[src/rtl/daq_fifo_rst_pkg.sv]
// Shared state encodings, register bundle and parameter limits for the DAQ FIFO
// reset sequencer and its response block (daq_fifo_rst_rsp).
package daq_fifo_rst_pkg;

    localparam int unsigned CYC_MIN = 1;
    localparam int unsigned CYC_MAX = 255;

    typedef enum logic [2:0] {
        ST_IDLE      = 3'd0,
        ST_ASSERT    = 3'd1,
        ST_WAIT_BUSY = 3'd2,
        ST_SETTLE    = 3'd3,
        ST_READY     = 3'd4,
        ST_ERR       = 3'd5
    } rsp_state_e;

    // Everything the response block keeps in flops, so it can be voted as one group.
    typedef struct packed {
        rsp_state_e state;
        logic [7:0] cnt;
        logic [7:0] drop_cnt;
        logic       fifo_rst_out;
        logic       ready;
        logic       rst_err;
    } rsp_regs_t;

    localparam rsp_regs_t RSP_REGS_RST = '{
        state:        ST_IDLE,
        cnt:          8'd0,
        drop_cnt:     8'd0,
        fifo_rst_out: 1'b1,
        ready:        1'b0,
        rst_err:      1'b0
    };

    // Out-of-range cycle parameters are pulled back into the legal window.
    function automatic logic [7:0] clamp_cyc(input int unsigned v);
        if (v < CYC_MIN) return 8'(CYC_MIN);
        if (v > CYC_MAX) return 8'(CYC_MAX);
        return 8'(v);
    endfunction

    function automatic logic [7:0] sat_inc(input logic [7:0] v);
        return (v == 8'hFF) ? v : v + 8'd1;
    endfunction

endpackage

[src/rtl/daq_fifo_rst_rsp_maj3.sv]
// Bitwise 2-of-3 majority voter used to protect triplicated register groups.
module maj3 #(
    parameter int WIDTH = 1
) (
    input  logic [WIDTH-1:0] a,
    input  logic [WIDTH-1:0] b,
    input  logic [WIDTH-1:0] c,
    output logic [WIDTH-1:0] y
);

    assign y = (a & b) | (a & c) | (b & c);

endmodule

[src/rtl/daq_fifo_rst_rsp.sv]
// FIFO reset response: stretches the reset, waits out the primitive busy flags, gates
// enables until READY. Define DAQ_RST_RSP_TMR_EN for triplicated, voted registers.
module daq_fifo_rst_rsp
    import daq_fifo_rst_pkg::*;
#(
    parameter int unsigned MIN_RST_CYC = 5,
    parameter int unsigned SETTLE_CYC  = 8,
    parameter int unsigned BUSY_TMO    = 200
) (
    input  logic       CLK,
    input  logic       RST,
    input  logic       FIFO_RST,
    input  logic       WR_RST_BUSY,
    input  logic       RD_RST_BUSY,
    input  logic       WR_EN_IN,
    input  logic       RD_EN_IN,
    output logic       FIFO_RST_OUT,
    output logic       WR_EN_OUT,
    output logic       RD_EN_OUT,
    output logic       READY,
    output logic       RST_ERR,
    output logic [7:0] DROP_CNT
);

    localparam logic [7:0] MIN_C    = clamp_cyc(MIN_RST_CYC);
    localparam logic [7:0] SETTLE_C = clamp_cyc(SETTLE_CYC);
    localparam logic [7:0] TMO_C    = clamp_cyc(BUSY_TMO);

    rsp_regs_t regs_v;
    rsp_regs_t regs_d;
    logic      restart;

    // The counter holds cycles spent in the current state, starting at 1 on entry.
    // Registered outputs are decoded from the next state so they move with it.
    always_comb begin
        regs_d  = regs_v;
        restart = FIFO_RST && (regs_v.state != ST_ASSERT);
        if (restart) begin
            regs_d.state = ST_ASSERT;
            regs_d.cnt   = 8'd1;
        end else begin
            case (regs_v.state)
                ST_ASSERT: begin
                    if (!FIFO_RST && (regs_v.cnt >= MIN_C)) begin
                        regs_d.state = ST_WAIT_BUSY;
                        regs_d.cnt   = 8'd1;
                    end else begin
                        regs_d.cnt = sat_inc(regs_v.cnt);
                    end
                end
                ST_WAIT_BUSY: begin
                    if (!WR_RST_BUSY && !RD_RST_BUSY) begin
                        regs_d.state = ST_SETTLE;
                        regs_d.cnt   = 8'd1;
                    end else if (regs_v.cnt >= TMO_C) begin
                        regs_d.state = ST_ERR;
                    end else begin
                        regs_d.cnt = sat_inc(regs_v.cnt);
                    end
                end
                ST_SETTLE: begin
                    if (regs_v.cnt >= SETTLE_C) begin
                        regs_d.state = ST_READY;
                    end else begin
                        regs_d.cnt = sat_inc(regs_v.cnt);
                    end
                end
                ST_IDLE, ST_READY, ST_ERR: ;
                default: begin
                    regs_d.state = ST_IDLE;
                    regs_d.cnt   = 8'd0;
                end
            endcase
        end

        if (restart) begin
            regs_d.drop_cnt = 8'd0;
        end else if (WR_EN_IN && !regs_v.ready) begin
            regs_d.drop_cnt = sat_inc(regs_v.drop_cnt);
        end

        regs_d.fifo_rst_out = (regs_d.state == ST_IDLE) || (regs_d.state == ST_ASSERT) ||
                              (regs_d.state == ST_ERR);
        regs_d.ready        = (regs_d.state == ST_READY);
        if (regs_d.state == ST_ERR) begin
            regs_d.rst_err = 1'b1;
        end else if (restart) begin
            regs_d.rst_err = 1'b0;
        end
    end

`ifdef DAQ_RST_RSP_TMR_EN
    // Three copies all load the voted next value, so one upset copy is repaired next edge.
    (* keep = "true" *) (* preserve *) rsp_regs_t regs_q [3];

    always_ff @(posedge CLK or posedge RST) begin
        if (RST) begin
            for (int i = 0; i < 3; i++) begin
                regs_q[i] <= RSP_REGS_RST;
            end
        end else begin
            for (int i = 0; i < 3; i++) begin
                regs_q[i] <= regs_d;
            end
        end
    end

    maj3 #(
        .WIDTH($bits(rsp_regs_t))
    ) u_regs_vote (
        .a(regs_q[0]),
        .b(regs_q[1]),
        .c(regs_q[2]),
        .y(regs_v)
    );
`else
    rsp_regs_t regs_q;

    always_ff @(posedge CLK or posedge RST) begin
        if (RST) begin
            regs_q <= RSP_REGS_RST;
        end else begin
            regs_q <= regs_d;
        end
    end

    assign regs_v = regs_q;
`endif

    assign FIFO_RST_OUT = regs_v.fifo_rst_out;
    assign READY        = regs_v.ready;
    assign RST_ERR      = regs_v.rst_err;
    assign DROP_CNT     = regs_v.drop_cnt;
    assign WR_EN_OUT    = WR_EN_IN && regs_v.ready;
    assign RD_EN_OUT    = RD_EN_IN && regs_v.ready;

endmodule

[config.mk]
export PLATFORM = sky130hd
export DESIGN_NAME = daq_fifo_rst_rsp
export DESIGN_NICKNAME = d
export VERILOG_FILES = /design/src/rtl/daq_fifo_rst_pkg.sv /design/src/rtl/daq_fifo_rst_rsp_maj3.sv /design/src/rtl/daq_fifo_rst_rsp.sv
export SDC_FILE = /design/constraint.sdc
export NUM_CORES = 1
export LEC_CHECK = 0
export BUFFER_PORTS_ARGS = -buffer_cell sky130_fd_sc_hd__buf_4
export CORE_MARGIN = 2
export CORE_UTILIZATION = 35
export DETAILED_ROUTE_END_ITERATION = 10
export GPL_TIMING_DRIVEN = 0
export SYNTH_ARGS = -nofsm -noshare
export SYNTH_HDL_FRONTEND = slang
export SYNTH_HIERARCHICAL = 1
export SYNTH_SLANG_ARGS = --single-unit
export TNS_END_PERCENT = 100
[constraint.sdc]
create_clock -name CLK -period 4.75 [get_ports CLK]
set_clock_uncertainty 0.05 [all_clocks]
set_input_delay 0.2375 -clock CLK [delete_from_list [all_inputs] [get_ports CLK]]
set_output_delay 0.2375 -clock CLK [all_outputs]
set_load 0.005 [all_outputs]
==> flow_results.org <==
** Layout
- Layout cells sized above 1 :: 22.5%
- Storage element area :: 552 um^2
- Filler instances :: 399
- Final #Nets :: 191
- In the final layout, the multi-input gates occupy 777 um^2.
- Final cell area excluding filler cells :: 0.00170 mm^2
- Growth of design area from synthesis to finish :: 17.5%
- Count of antenna diodes in the layout :: 0

** Synthesis
- Counting distinct cell types in the post-synthesis netlist gives 47.
- Number of enable flip-flop cells after synthesis :: 0
- #FFs+latches synth :: 22
- Primary flip-flop cell chosen by synthesis mapping :: sky130_fd_sc_hd__dfrtp_1
- For this run, asynchronously set or reset flops after synthesis account for 100%.
- Sequential cells were found to cover 38.2% of the synthesized design area.
- Syn nets :: 168
- The cell area that synthesis handed to floorplanning was 0.00144 mm^2.
- In this run the mean area of a mapped cell was 9.26 um^2.
- The Yosys step of the flow raised 6 warnings.
- Synthesized instance count :: 156

** Power
- Combinational logic burns 47.6% of the power.
- The share of total power dissipated in sequential elements is 35.9%.
- Total design power :: 0.786 mW
- Switching pwr :: 0.304 mW
- Across the VDD grid, the largest voltage drop is 0.000227 V.
- Of the total power, the clock network draws 16.5%.
- In this run the static leakage power is 0.730 nW.
- PD cells :: 463 mW/mm^2
- Net switching is 38.6% of the power.
- Internal power contribution :: 0.482 mW

** Die
- Floorplan die area :: 0.00466 mm^2
- Placeable core region :: 0.00397 mm^2
- Pin placement for this block handled 20 I/O pins.
- Die height :: 68.2 um
- Initial Utilization :: 36.4%
- Row Count :: 23
- Chip width :: 68.2 um

** Worst setup path
- For the worst setup path, the data arrival time is 2.32 ns.
- The largest individual stage delay along the critical path comes from the cell sky130_fd_sc_hd__dfrtp_1.
- The worst setup path is captured at a flip-flop.
- Setup slack on the worst reg-to-reg path comes out at 2.54 ns.
- STA puts the critical path data required time at 4.86 ns.
- The largest single stage delay on the critical path is 0.46 ns.
- Measured in cells, the most critical reg-to-reg path has a length of 5.
- Critical Path Source Type :: flip-flop
- Worst path cell trace :: or3_4 > o311a_4 > o31ai_4 > a41oi_1 > a311oi_1
- Kind of critical path :: reg2reg
- Critical path peak fanout :: 10

** CTS
- In this run the deepest clock path goes through 2 buffers.
- Number of H-tree levels :: 1
- Number of buffers inserted by hold repair at cts :: 0
- After clock tree synthesis, the clock-pin slew on the worst setup and hold paths is 0.07 ns.
- Gates resized during post-CTS repair numbered 0.
- TritonCTS clock tree :: done
- Clock tree root driver cell :: sky130_fd_sc_hd__clkbuf_8
- Clock latency at the later pin of the worst-skew pair :: 0.25 ns
- Buffers added to address setup during post-CTS repair amount to 0.
- TritonCTS buffer count :: 3
- For this design, the sink count on the clock tree is 22.

** Global routing
- The number of antenna violations at the first check in global routing is 0.
- The number of global-route vias before repair came to 1128.
- The first global-routing pass estimated 5020 um of wire.
- Most utilized layer in the global route result :: met2
- Entering global routing, the biggest net connects 23 pins.
- Global routing used 1.48% of the available met3 tracks.
- Combined global-route utilization of all metal layers :: 13.9%
- In the global route stage, met2 resource usage came out at 23.3%.
- In the global route stage, met1 resource usage came out at 19.0%.
- Total global routing overflow :: 0

** Route
- In the routed layout, each cell is associated on average with a via count of 5.30.
- Detail Route Antenna Nets :: 0
- The detailed router finished its first iteration with 58 violations.
- Total via count in the routed design :: 1208
- Sum of routed wire length over all layers :: 2910 um
- The first TritonRoute pass finished after 4 iterations.
- Post-route DRC :: 0
- After detailed routing, the average wire length per cell comes to 12.8 um.

** Timing
- Time the worst path needs with I/O delays and setup :: 2.21 ns
- In the final timing run, aggregate negative setup slack is 0 ns.
- Measured against its own limit, the worst slew margin works out to 45.9%.
- Final-report setup violation count :: 0
- Period utilization :: 46.6%
- Unrepaired setup endpoints after global routing :: no
- The max-slew violation count is 0.
- Maximum clock frequency :: 452 MHz
- Final worst-path setup slack :: 2.54 ns
- Final Hold Fails :: 0
- Hold timing on the final database bottoms out at a slack of 0.0913 ns.
- For the pin with the worst max-slew slack, the measured transition is 0.811 ns.

** Placement
- Placed Area :: 0.00164 mm^2
- Prior to clock tree synthesis, the placed netlist has a worst setup slack of 2.56 ns.
- Buffers added on ports :: 18
- Detailed placement ended at an HPWL of 2190 um.
- The congestion estimate from routability-driven global placement came to 0.765.

** Min path
- The worst hold path belongs to the class in2async.

** Run
- Across the run, the number of max-cap violations was 0.

** Status
- The flow ran to the end, and the final reports show no timing, DRC or antenna violations.
-- power groups by stage --
stage | Sequential, mW | Clock (mW) | Combinational [mW]
floorplan | 0.273 | 0 | 0.287
global placement | 0.282 | 0 | 0.368
detailed placement | 0.284 | 0 | 0.376
CTS | 0.281 | 0.134 | 0.378
global route | 0.291 | 0.143 | 0.422
finish | 0.282 | 0.130 | 0.374
-- routing by layer --
layer	up-vias	part of all wire (%)
li1	609	-
met1	565	47
met2	32	48
met3	2	4.3
met4	0	0.86
met5	-	0
-- worst max-delay path, delay by kind of cell (launching register included) --
family / cells / cell delay [ns]
compound gates: 4 / 1.15
flops: 1 / 0.46
simple gates: 1 / 0.45
-- cell usage in the layout, fill, tap and decap left out, types with 3 or more instances in the layout --
cell                        n
sky130_fd_sc_hd__o21ai_0    4
sky130_fd_sc_hd__and2_1     4
sky130_fd_sc_hd__xnor2_1    5
sky130_fd_sc_hd__ha_1       5
sky130_fd_sc_hd__dfrtp_1   21
sky130_fd_sc_hd__nand3_1    6
sky130_fd_sc_hd__nor2_1    15
sky130_fd_sc_hd__nor4_1     3
sky130_fd_sc_hd__nor3_1    11
sky130_fd_sc_hd__a21oi_1    8
sky130_fd_sc_hd__nand2_1    7
sky130_fd_sc_hd__clkbuf_1   6
sky130_fd_sc_hd__clkbuf_8   4
sky130_fd_sc_hd__a311oi_1   3
sky130_fd_sc_hd__inv_1      6
sky130_fd_sc_hd__buf_4     26
sky130_fd_sc_hd__nor2b_1    4
-- stage by stage --
step / std cells / util, %
floorplan: 156 / -
global placement: 224 / 41.3
detailed placement: 224 / 41.3
CTS: 228 / 42.7
global route: 228 / 42.7
finish: 228 / 42.7
-- registers in the layout, summed over array words and instances, names as in the netlist --
register,cells
regs_q,11
READY,1
RST_ERR,1
FIFO_RST_OUT,1
DROP_CNT,8
-- layout make-up --
| class | count | area share [%] |
|---|---|---|
| Sequential cell | 22 | 32.5 |
| Timing Repair Buffer | 18 | 7.96 |
| Buffer | 16 | 5.46 |
| Inverter | 6 | 1.33 |
| Clock buffer | 4 | 3.24 |
| Multi-Input combinational cell | 112 | 45.8 |
| Tap cell | 50 | 3.69 |
-- final timing paths --
kind,from,to
hold / removal,RST,DROP_CNT[2]
setup / recovery,regs_q[14],regs_q[16]
setup reg to reg,regs_q[14],regs_q[16]
min in group CLK,FIFO_RST,regs_q[21]
max in group asynchronous,RST,RST_ERR
hold reg to reg,RST_ERR,RST_ERR
-- synth_stat cells (all sizes together) (4+ instances only) --
| library cell | number | area [um^2] |
|---|---|---|
| nor2 | 15 | 56.3 |
| dfrtp | 21 | 526 |
| inv | 6 | 22.5 |
| nor4 | 4 | 31.3 |
| buf | 10 | 70.1 |
| nor3 | 11 | 55.1 |
| nor2b | 4 | 25.0 |
| nand2 | 7 | 26.3 |
| and2 | 4 | 25.0 |
| ha | 5 | 62.6 |
| nand3 | 6 | 30.0 |
| o21ai | 5 | 25.0 |
| clkbuf | 6 | 22.5 |
| a21oi | 8 | 40.0 |
| xnor2 | 5 | 43.8 |
-- cells by family (layout without fill, tap and decap cells) --
| logic type | after synthesis | count (layout) | synth area share [%] |
|---|---|---|---|
| and+or+nand+nor | 64 | 64 | 24.4 |
| xor gates and xnor gates | 6 | 6 | 3.64 |
| AOI/OAI and AO/OA | 35 | 35 | 20.0 |
| buffers and inverters | 22 | 44 | 7.97 |
| muxes | 2 | 2 | 1.39 |
| adders and majority gates | 5 | 5 | 4.33 |
| DFF | 22 | 22 | 38.2 |
Note: power is estimated with default switching activity, not from simulation.
